--- config.mk ---
export PLATFORM = sky130hd
export DESIGN_NAME = postfix_evaluator_flat
export DESIGN_NICKNAME = d
export VERILOG_FILES = /design/src/rtl/postfix_evaluator_if.sv /design/src/rtl/postfix_evaluator.sv /design/src/flat_wrapper.sv
export SDC_FILE = /design/constraint.sdc
export NUM_CORES = 1
export LEC_CHECK = 0
export ABC_AREA = 1
export CORE_UTILIZATION = 35
export DETAILED_ROUTE_END_ITERATION = 10
export PLACE_DENSITY = 0.57
export SYNTH_ARGS = -nofsm -noshare
export SYNTH_HDL_FRONTEND = slang
export SYNTH_SLANG_ARGS = --single-unit
--- constraint.sdc ---
create_clock -name clk -period 13.5 [get_ports clk]
set_input_delay 2.025 -clock clk [delete_from_list [all_inputs] [get_ports clk]]
set_output_delay 2.025 -clock clk [all_outputs]
set_load 0.03 [all_outputs]
--- src/rtl/postfix_evaluator_if.sv ---
// Token stream from the infix-to-postfix converter into the evaluator.
// A token transfers on a rising clk edge where tok_valid && tok_ready; ready never depends on valid.
interface postfix_evaluator_if #(
    parameter int WIDTH = 8
);
    logic             tok_valid;
    logic             tok_ready;
    logic             tok_is_op;
    logic [WIDTH-1:0] tok_data;
    logic             tok_last;

    modport master (
        output tok_valid,
        output tok_is_op,
        output tok_data,
        output tok_last,
        input  tok_ready
    );

    modport slave (
        input  tok_valid,
        input  tok_is_op,
        input  tok_data,
        input  tok_last,
        output tok_ready
    );
endinterface

--- src/rtl/postfix_evaluator.sv ---
// Stack-based postfix evaluator: pushes operands, applies + - * to the top two entries,
// and reports the final value or the first error with a one-cycle done pulse.
module postfix_evaluator #(
    parameter int WIDTH = 8,
    parameter int DEPTH = 11,
    localparam int SPW  = $clog2(DEPTH + 1)
) (
    input  logic                clk,
    input  logic                rst,
    postfix_evaluator_if.slave  tok,
    output logic                done,
    output logic [WIDTH-1:0]    result,
    output logic [2:0]          err_code,
    output logic [1:0]          dbg_state,
    output logic [SPW-1:0]      dbg_sp
);

    localparam logic [1:0] S_RUN   = 2'd0;
    localparam logic [1:0] S_EXEC  = 2'd1;
    localparam logic [1:0] S_DONE  = 2'd2;
    localparam logic [1:0] S_DRAIN = 2'd3;

    localparam logic [1:0] OP_ADD = 2'd0;
    localparam logic [1:0] OP_SUB = 2'd1;
    localparam logic [1:0] OP_MUL = 2'd2;

    localparam logic [2:0] E_NONE  = 3'd0;
    localparam logic [2:0] E_OVF   = 3'd1;
    localparam logic [2:0] E_UNF   = 3'd2;
    localparam logic [2:0] E_BAD   = 3'd3;
    localparam logic [2:0] E_DEPTH = 3'd4;

    logic [1:0]       state, state_n;
    logic [SPW-1:0]   sp, sp_n;
    logic [2:0]       err, err_n;
    logic [1:0]       op_code;
    logic             op_last;
    logic [WIDTH-1:0] stack [DEPTH];

    logic             xfer;
    logic             is_add, is_sub, is_mul, op_ok;
    logic             push_en, exec_en, latch_en;
    logic [SPW-1:0]   top_idx, nxt_idx;
    logic [WIDTH-1:0] opa, opb, alu_res, stack0_n;
    logic             fin;
    logic [2:0]       fin_err;

    assign tok.tok_ready = !rst && (state == S_RUN || state == S_DRAIN);
    assign xfer          = tok.tok_valid && tok.tok_ready;

    assign is_add = tok.tok_data == WIDTH'(43);
    assign is_sub = tok.tok_data == WIDTH'(45);
    assign is_mul = tok.tok_data == WIDTH'(42);
    assign op_ok  = is_add || is_sub || is_mul;

    assign top_idx = sp - SPW'(1);
    assign nxt_idx = sp - SPW'(2);
    assign opa     = stack[nxt_idx];
    assign opb     = stack[top_idx];

    always_comb begin
        alu_res = '0;
        case (op_code)
            OP_ADD:  alu_res = opa + opb;
            OP_SUB:  alu_res = opa - opb;
            default: alu_res = opa * opb;
        endcase
    end

    // Next-state logic; an already-pending error is never overwritten.
    always_comb begin
        state_n  = state;
        sp_n     = sp;
        err_n    = err;
        push_en  = 1'b0;
        exec_en  = 1'b0;
        latch_en = 1'b0;
        case (state)
            S_RUN: begin
                if (xfer) begin
                    if (!tok.tok_is_op) begin
                        if (sp == SPW'(DEPTH)) begin
                            err_n   = (err != E_NONE) ? err : E_OVF;
                            state_n = tok.tok_last ? S_DONE : S_DRAIN;
                        end else begin
                            push_en = 1'b1;
                            sp_n    = sp + SPW'(1);
                            state_n = tok.tok_last ? S_DONE : S_RUN;
                        end
                    end else if (!op_ok) begin
                        err_n   = (err != E_NONE) ? err : E_BAD;
                        state_n = tok.tok_last ? S_DONE : S_DRAIN;
                    end else if (sp < SPW'(2)) begin
                        err_n   = (err != E_NONE) ? err : E_UNF;
                        state_n = tok.tok_last ? S_DONE : S_DRAIN;
                    end else begin
                        latch_en = 1'b1;
                        state_n  = S_EXEC;
                    end
                end
            end
            S_EXEC: begin
                exec_en = 1'b1;
                sp_n    = sp - SPW'(1);
                state_n = op_last ? S_DONE : S_RUN;
            end
            S_DRAIN: begin
                if (xfer && tok.tok_last) begin
                    state_n = S_DONE;
                end
            end
            default: begin
                sp_n    = '0;
                err_n   = E_NONE;
                state_n = S_RUN;
            end
        endcase
    end

    // Result is registered on the edge entering DONE, so it uses next-cycle stack/sp values.
    always_comb begin
        stack0_n = stack[0];
        if (push_en && sp == '0) begin
            stack0_n = tok.tok_data;
        end else if (exec_en && sp == SPW'(2)) begin
            stack0_n = alu_res;
        end
    end

    assign fin     = (state_n == S_DONE) && (state != S_DONE);
    assign fin_err = (err_n != E_NONE) ? err_n :
                     (sp_n != SPW'(1)) ? E_DEPTH : E_NONE;

    always_ff @(posedge clk or posedge rst) begin
        if (rst) begin
            state    <= S_RUN;
            sp       <= '0;
            err      <= E_NONE;
            op_code  <= OP_ADD;
            op_last  <= 1'b0;
            done     <= 1'b0;
            result   <= '0;
            err_code <= E_NONE;
        end else begin
            state <= state_n;
            sp    <= sp_n;
            err   <= err_n;
            done  <= fin;
            if (latch_en) begin
                op_code <= is_add ? OP_ADD : (is_sub ? OP_SUB : OP_MUL);
                op_last <= tok.tok_last;
            end
            if (fin) begin
                err_code <= fin_err;
                result   <= (fin_err == E_NONE) ? stack0_n : '0;
            end
        end
    end

    always_ff @(posedge clk) begin
        if (push_en) begin
            stack[sp] <= tok.tok_data;
        end else if (exec_en) begin
            stack[nxt_idx] <= alu_res;
        end
    end

    assign dbg_state = state;
    assign dbg_sp    = sp;

endmodule
--- src/flat_wrapper.sv ---
// flat-port wrapper written by rule: the top's interface ports become plain ports
module postfix_evaluator_flat 
#(
    parameter int WIDTH = 8,
    parameter int DEPTH = 11,
    localparam int SPW  = $clog2(DEPTH + 1)
)
  (clk, rst, done, result, err_code, dbg_state, dbg_sp, tok_tok_valid, tok_tok_is_op, tok_tok_data, tok_tok_last, tok_tok_ready);
  postfix_evaluator_if #(.WIDTH(WIDTH)) tok_i ();
  input  logic clk;
  input  logic rst;
  output logic done;
  output logic [WIDTH-1:0] result;
  output logic [2:0] err_code;
  output logic [1:0] dbg_state;
  output logic [SPW-1:0] dbg_sp;
  input wire logic [$bits(tok_i.tok_valid)-1:0] tok_tok_valid;
  input wire logic [$bits(tok_i.tok_is_op)-1:0] tok_tok_is_op;
  input wire logic [$bits(tok_i.tok_data)-1:0] tok_tok_data;
  input wire logic [$bits(tok_i.tok_last)-1:0] tok_tok_last;
  output wire logic [$bits(tok_i.tok_ready)-1:0] tok_tok_ready;
  assign tok_i.tok_valid = tok_tok_valid;
  assign tok_i.tok_is_op = tok_tok_is_op;
  assign tok_i.tok_data = tok_tok_data;
  assign tok_i.tok_last = tok_tok_last;
  assign tok_tok_ready = tok_i.tok_ready;
  postfix_evaluator #(.WIDTH(WIDTH), .DEPTH(DEPTH)) u_core (.clk(clk), .rst(rst), .tok(tok_i), .done(done), .result(result), .err_code(err_code), .dbg_state(dbg_state), .dbg_sp(dbg_sp));
endmodule
==> flow_metrics.env <==
export IMPL_drc_errors=0
export IMPL_initial_core_util_pct=36.0
export IMPL_setup_tns_ns=0
export IMPL_ant_nets=0
export IMPL_drv_cap=0
export IMPL_crit_path_end_kind="register"
export IMPL_drive_gt1_share_pct=5.55
export IMPL_htree_levels=3
export IMPL_num_fill_cells=2138
export IMPL_routed_wirelength_um=21900
export IMPL_synth_area_top_cells="edfxtp_1 (35%), nand2_1 (14%), nand3_1 (8.2%)"
export IMPL_hold_viol=0
export IMPL_synth_area_per_cell_um2=7.88
export IMPL_routabilityCongestion=0.898
export IMPL_clk_path_buf_depth=2
export IMPL_dp_hpwl_um=16200
export IMPL_grt_pass1_vias=6140
export IMPL_io_pins=32
export IMPL_criticalPathCategory="register to register"
export IMPL_core_area_um2=21200
export IMPL_yosysSeqAreaShare_pct=42.6
export IMPL_placedInstanceArea_um2=8180
export IMPL_vias_per_cell=5.17
export IMPL_cts_buffers=9
export IMPL_status="completed"
export IMPL_crit_required_ns=13.60
export IMPL_seqCellArea_um2=3240
export IMPL_vias=6542
export IMPL_area_growth_pct=11.2
export IMPL_final_nets=1049
export IMPL_multi_input_area_um2=3730
export IMPL_yosysWarnings=0
export IMPL_worstMarginPinSlew_ns=1.17
export IMPL_netlist_area_um2=7610
export IMPL_fin_crit_sh_pct=60.7
export IMPL_start_kind="register"
export IMPL_clock_sinks=112
export IMPL_grt_use_total_pct=20.4
export IMPL_drtPass1Iterations=5
export IMPL_synth_most_common_cell="nand2_1"
export IMPL_clk_latency_ns=0.37
export IMPL_async_flop_share_pct=21.4
export IMPL_antenna_found_initial=0
export IMPL_slowest_delay_ns=1.35
export IMPL_rsz0062_at_grt="false"
export IMPL_cts_root_buffer="clkbuf_16"
export IMPL_post_cts_resized=0
export IMPL_die_h_um=149
export IMPL_clock_skew_ns=0.0156
export IMPL_path_max_fanout=38
export IMPL_dieWidth_um=149
export IMPL_grt_first_pass_wirelength_um=34200
export IMPL_syn_nets=1029
export IMPL_clk_pin_slew_worst_paths_ns=0.07
export IMPL_synth_cell_types=44
export IMPL_cts_tree="built"
export IMPL_final_cell_area_um2=8460
export IMPL_setup_viol_count_final=0
export IMPL_critPathArrivalTime_ns=8.29
export IMPL_synth_seq_cells=112
export IMPL_grt_overflow=0
export IMPL_hold_path_class="register to register"
export IMPL_postCtsSetupBuffers=0
export IMPL_synthTopCellsByCount="nand2_1 (286), nand3_1 (124), inv_1 (110)"
export IMPL_cts_hold_buf=0
export IMPL_row_count=53
export IMPL_crit_slowest_cell="ha_1"
export IMPL_synthFlopType="edfxtp_1"
export IMPL_fmax_ghz=0.122
export IMPL_port_buffers=31
export IMPL_cpMostUsedCell="nand2_1"
export IMPL_whs_ns=0.494
export IMPL_synth_top_area_share_pct=34.7
export IMPL_period_needed_ns=8.19
export IMPL_n_antenna_cell=0
export IMPL_final_max_slew_violation_count=0
export IMPL_dieArea_um2=22300
export IMPL_grt_max_degree=78
export IMPL_synth_top_area_cell="edfxtp_1"
export IMPL_relSlewSlack_pct=22.3
export IMPL_synth_cells=966
export IMPL_synth_edf_count=88
export IMPL_dr_first_iter_drc_count=587
export IMPL_wl_per_cell_um=17.3
[state kept, by name, indices dropped and copies added (netlist names)]
name	cells
u_core.done	1
u_core.stack	88
u_core.err_code	3
u_core.op_last	1
u_core.dbg_state	2
u_core.result	8
u_core.op_code	2
u_core.dbg_sp	4
u_core.err	3
[metrics by stage]
stage	setup WS (ns)	util (%)	std cells
6_report	5.31	40.0	1266
4_1_cts	5.44	40.0	1266
2_1_floorplan	7.30	-	966
3_3_place_gp	5.58	38.7	1250
3_5_place_dp	5.45	38.7	1250
5_1_grt	4.75	40.0	1266
[final cells by class]
class	count	share of cell area, %
Timing Repair Buffer	45	4.91
Multi-Input combinational cell	698	44.1
Sequential cell	112	38.3
Clock inverter	7	0.636
Clock buffer	9	2.66
Tap cell	275	4.07
Inverter	120	5.32
[per-layer routing]
metal  track usage [%]  routed length [um]  vias to the layer above
met5                 0                   0                        -
met4              8.01                 552                        0
met3              1.98                1220                       30
met2              32.4               10100                      200
met1              28.6               10100                     3083
li1                  -                   -                     3229
[cells by family (layout without fill, tap and decap cells)]
group / count (synthesis) / count (layout) / share of synthesized area, %
simple gates: 506 / 506 / 28.0
buf+inv: 156 / 181 / 8.41
compound gates: 129 / 129 / 9.71
flops: 112 / 112 / 42.6
fa+ha+maj: 50 / 50 / 9.50
xor+xnor: 12 / 12 / 1.63
mux: 1 / 1 / 0.148
[worst paths after layout]
kind                            cells after the start                        endpoint  slack (ns)                            from
worst max-delay path                               33    u_core.stack[3][7]$_DFFE_PP_        5.31      u_core.dbg_sp[1]$_DFF_PP0_
worst min-delay path                                2  u_core.err_code[1]$_DFFE_PP0P_        0.49  u_core.err_code[1]$_DFFE_PP0P_
worst max register to register                     33    u_core.stack[3][7]$_DFFE_PP_        5.31      u_core.dbg_sp[1]$_DFF_PP0_
worst min register to register                      2  u_core.err_code[1]$_DFFE_PP0P_        0.49  u_core.err_code[1]$_DFFE_PP0P_
max in group asynchronous                           2      u_core.dbg_sp[0]$_DFF_PP0_       10.69                             rst
min in group asynchronous                           2    u_core.result[6]$_DFFE_PP0P_        2.19                             rst
[layout by cell type (no fill, tap or decap), drive strengths merged, types with 10 or more instances in the layout]
cell / netlist / final
a21oi: 24 / 24
ha: 37 / 37
edfxtp: 88 / 88
nand2: 292 / 292
o21ai: 70 / 70
dfrtp: 24 / 24
o211ai: 12 / 12
xor2: 10 / 10
fa: 13 / 13
clkdlybuf4s50: 0 / 31
inv: 119 / 122
buf: 24 / 14
nand3: 126 / 126
nor2: 71 / 71
[critical path: cells and delay by family, from the launching register on]
kind,cells,cell delay (ns)
compound gates,2,0.27
buf+inv,9,2.07
fa+ha+maj,6,3.69
simple gates,16,1.53
flops,1,0.32
Power is not shown: default switching activity piles up to over one toggle a cycle in this logic, so the estimate is an artifact.
==> RTL edit: new RTL, config.mk and constraints unchanged <==
Make the reset (`rst`) synchronous in one clocked block.
--- a/src/rtl/postfix_evaluator.sv
+++ b/src/rtl/postfix_evaluator.sv
@@ -131,7 +131,7 @@
     assign fin_err = (err_n != E_NONE) ? err_n :
                      (sp_n != SPW'(1)) ? E_DEPTH : E_NONE;
 
-    always_ff @(posedge clk or posedge rst) begin
+    always_ff @(posedge clk) begin
         if (rst) begin
             state    <= S_RUN;
             sp       <= '0;
Function: differs if rst is asserted again (counterexample within 4 cycles, from zero or initial values and one cycle with rst high); with rst held inactive, the same outputs for 4 cycles.
==> RTL edit against the unedited design <==
First-iteration DRC count is 24% lower. Cell count rose by 0.71%. Sequential cell count is the same. Sequential share of layout area decreased by 1.4 points. Clock skew decreased by 0.0055 ns. Fmax up 15%. Routed wire length about the same. Critical path depth grew 1. Cell area shrank 0.12%. Setup slack improved by 1.1 ns. Die area barely moved. Synthesized area barely moved.
==> RTL edit: results (changes against the unedited design) <==
Synthesis
  • Post-synth EDFFs: 88 (unchanged)
  • Post-synthesis mux area share: 0% (was 0.148%)
  • Asr flop ratio synth: 0% (was 21.4%)
  • Register area share after synthesis: 41.0% (was 42.6%)
  • Synth Area in Adders: 9.49% (was 9.50%)
  • Synthesized net count: 1043 (was 1029)
  • XOR/XNOR share of the synthesized area: 2.33% (was 1.63%)
  • Post-synth top cells: nand2_1, nand3_1, inv_1 (unchanged)
  • Post-Synthesis Cells: 980 (was 966)

Cells and area
  • Data buffer area share: 4.56% (was 4.91%)
  • Number of non-clock buffers in the layout: 41 (was 45)
  • Multi-input gate area: 0.00382 mm2 (was 0.00373 mm2)
  • Share of cells above drive strength 1: 5.90% (was 5.55%)
  • Final Cell Area: 0.00845 mm2 (was 0.00846 mm2)
  • Inverter count: 124 (was 120)
  • Fillers: 2165 (was 2138)

Worst setup path
  • Reg2reg path depth: 34 (was 33)
  • Worst EP arrival: 7.15 ns (was 8.29 ns)
  • Reg2reg setup slack: 6.37 ns (was 5.31 ns)
  • Slowest stage delay, CP: 0.54 ns (was 1.35 ns)
  • RR Endpoint: u_core.stack[8][7] (was u_core.stack[3][7])
  • Critical path peak fanout: 41 (was 38)
  • Cell family with most CP delay: adder cells (unchanged)
  • Slowest CP cell: fa_1 (was ha_1)

Global routing
  • GRT met3 Usage: 3.41% (was 1.98%)
  • Met1 Use GR: 28.0% (was 28.6%)
  • First-pass GRT wire length: 35.1 mm (was 34.2 mm)
  • Vias in the first global route: 6389 (was 6140)
  • Largest net degree at the start of global routing: 74 (was 78)
  • GRT Total Usage: 20.8% (was 20.4%)

Routing
  • Drt first-iter violations: 448 (was 587)
  • Total Routed Length: 21.9 mm (about the same)
  • Vias: 6692 (was 6542)
  • Wirelength per Cell: 17.2 um (was 17.3 um)

Place
  • Gpl congestion: 0.885 (was 0.898)
  • Post-DP HPWL: 15.9 mm (was 16.2 mm)
  • Setup slack after placement: 6.46 ns (was 5.45 ns)
  • Placed cell area: 0.00814 mm2 (was 0.00818 mm2)

Min path
  • Hold path startpoint: u_core.result[5] (was u_core.err_code[1])
  • Hold path endpoint: u_core.result[5] (was u_core.err_code[1])

Floorplanning
  • Die width: 150 um (was 149 um)

Clock tree
  • Post-cts resize count: 0 (unchanged)

STA
  • Clock Skew: 0.0101 ns (was 0.0156 ns)
  • Slew HR: 25.9% (was 22.3%)

Status
  • Status: finished clean (unchanged)
[RTL edit: cells by family after synthesis]
kind of cell | count (synthesis)
AND/OR/NAND/NOR | 503
buffers and inverters | 161
AO/OA/AOI/OAI | 138
flip-flops | 112
adder cells (fa/ha/maj) | 50
XOR/XNOR | 16
[RTL edit: how the worst max path moves through the flow]
stage	startpoint	endpoint	cells past startpoint	slack (ns)
final	u_core.dbg_sp[1]	u_core.stack[8][7]	34	6.37
after global routing	u_core.dbg_sp[1]	u_core.stack[8][7]	34	5.74
after CTS	u_core.dbg_sp[1]	u_core.stack[8][7]	34	6.42
after detailed placement	u_core.dbg_sp[1]	u_core.stack[7][7]	33	6.46
after global placement	u_core.dbg_sp[0]	u_core.stack[6][7]	33	6.54
after floorplan	u_core.dbg_sp[1]	u_core.stack[0][7]	35	7.43
[RTL edit: layer usage]
metal / share of wire [%] / up-vias
met5: 0 / -
met4: 2.2 / 0
met3: 6.4 / 29
met2: 46 / 238
met1: 45 / 3161
li1: - / 3264
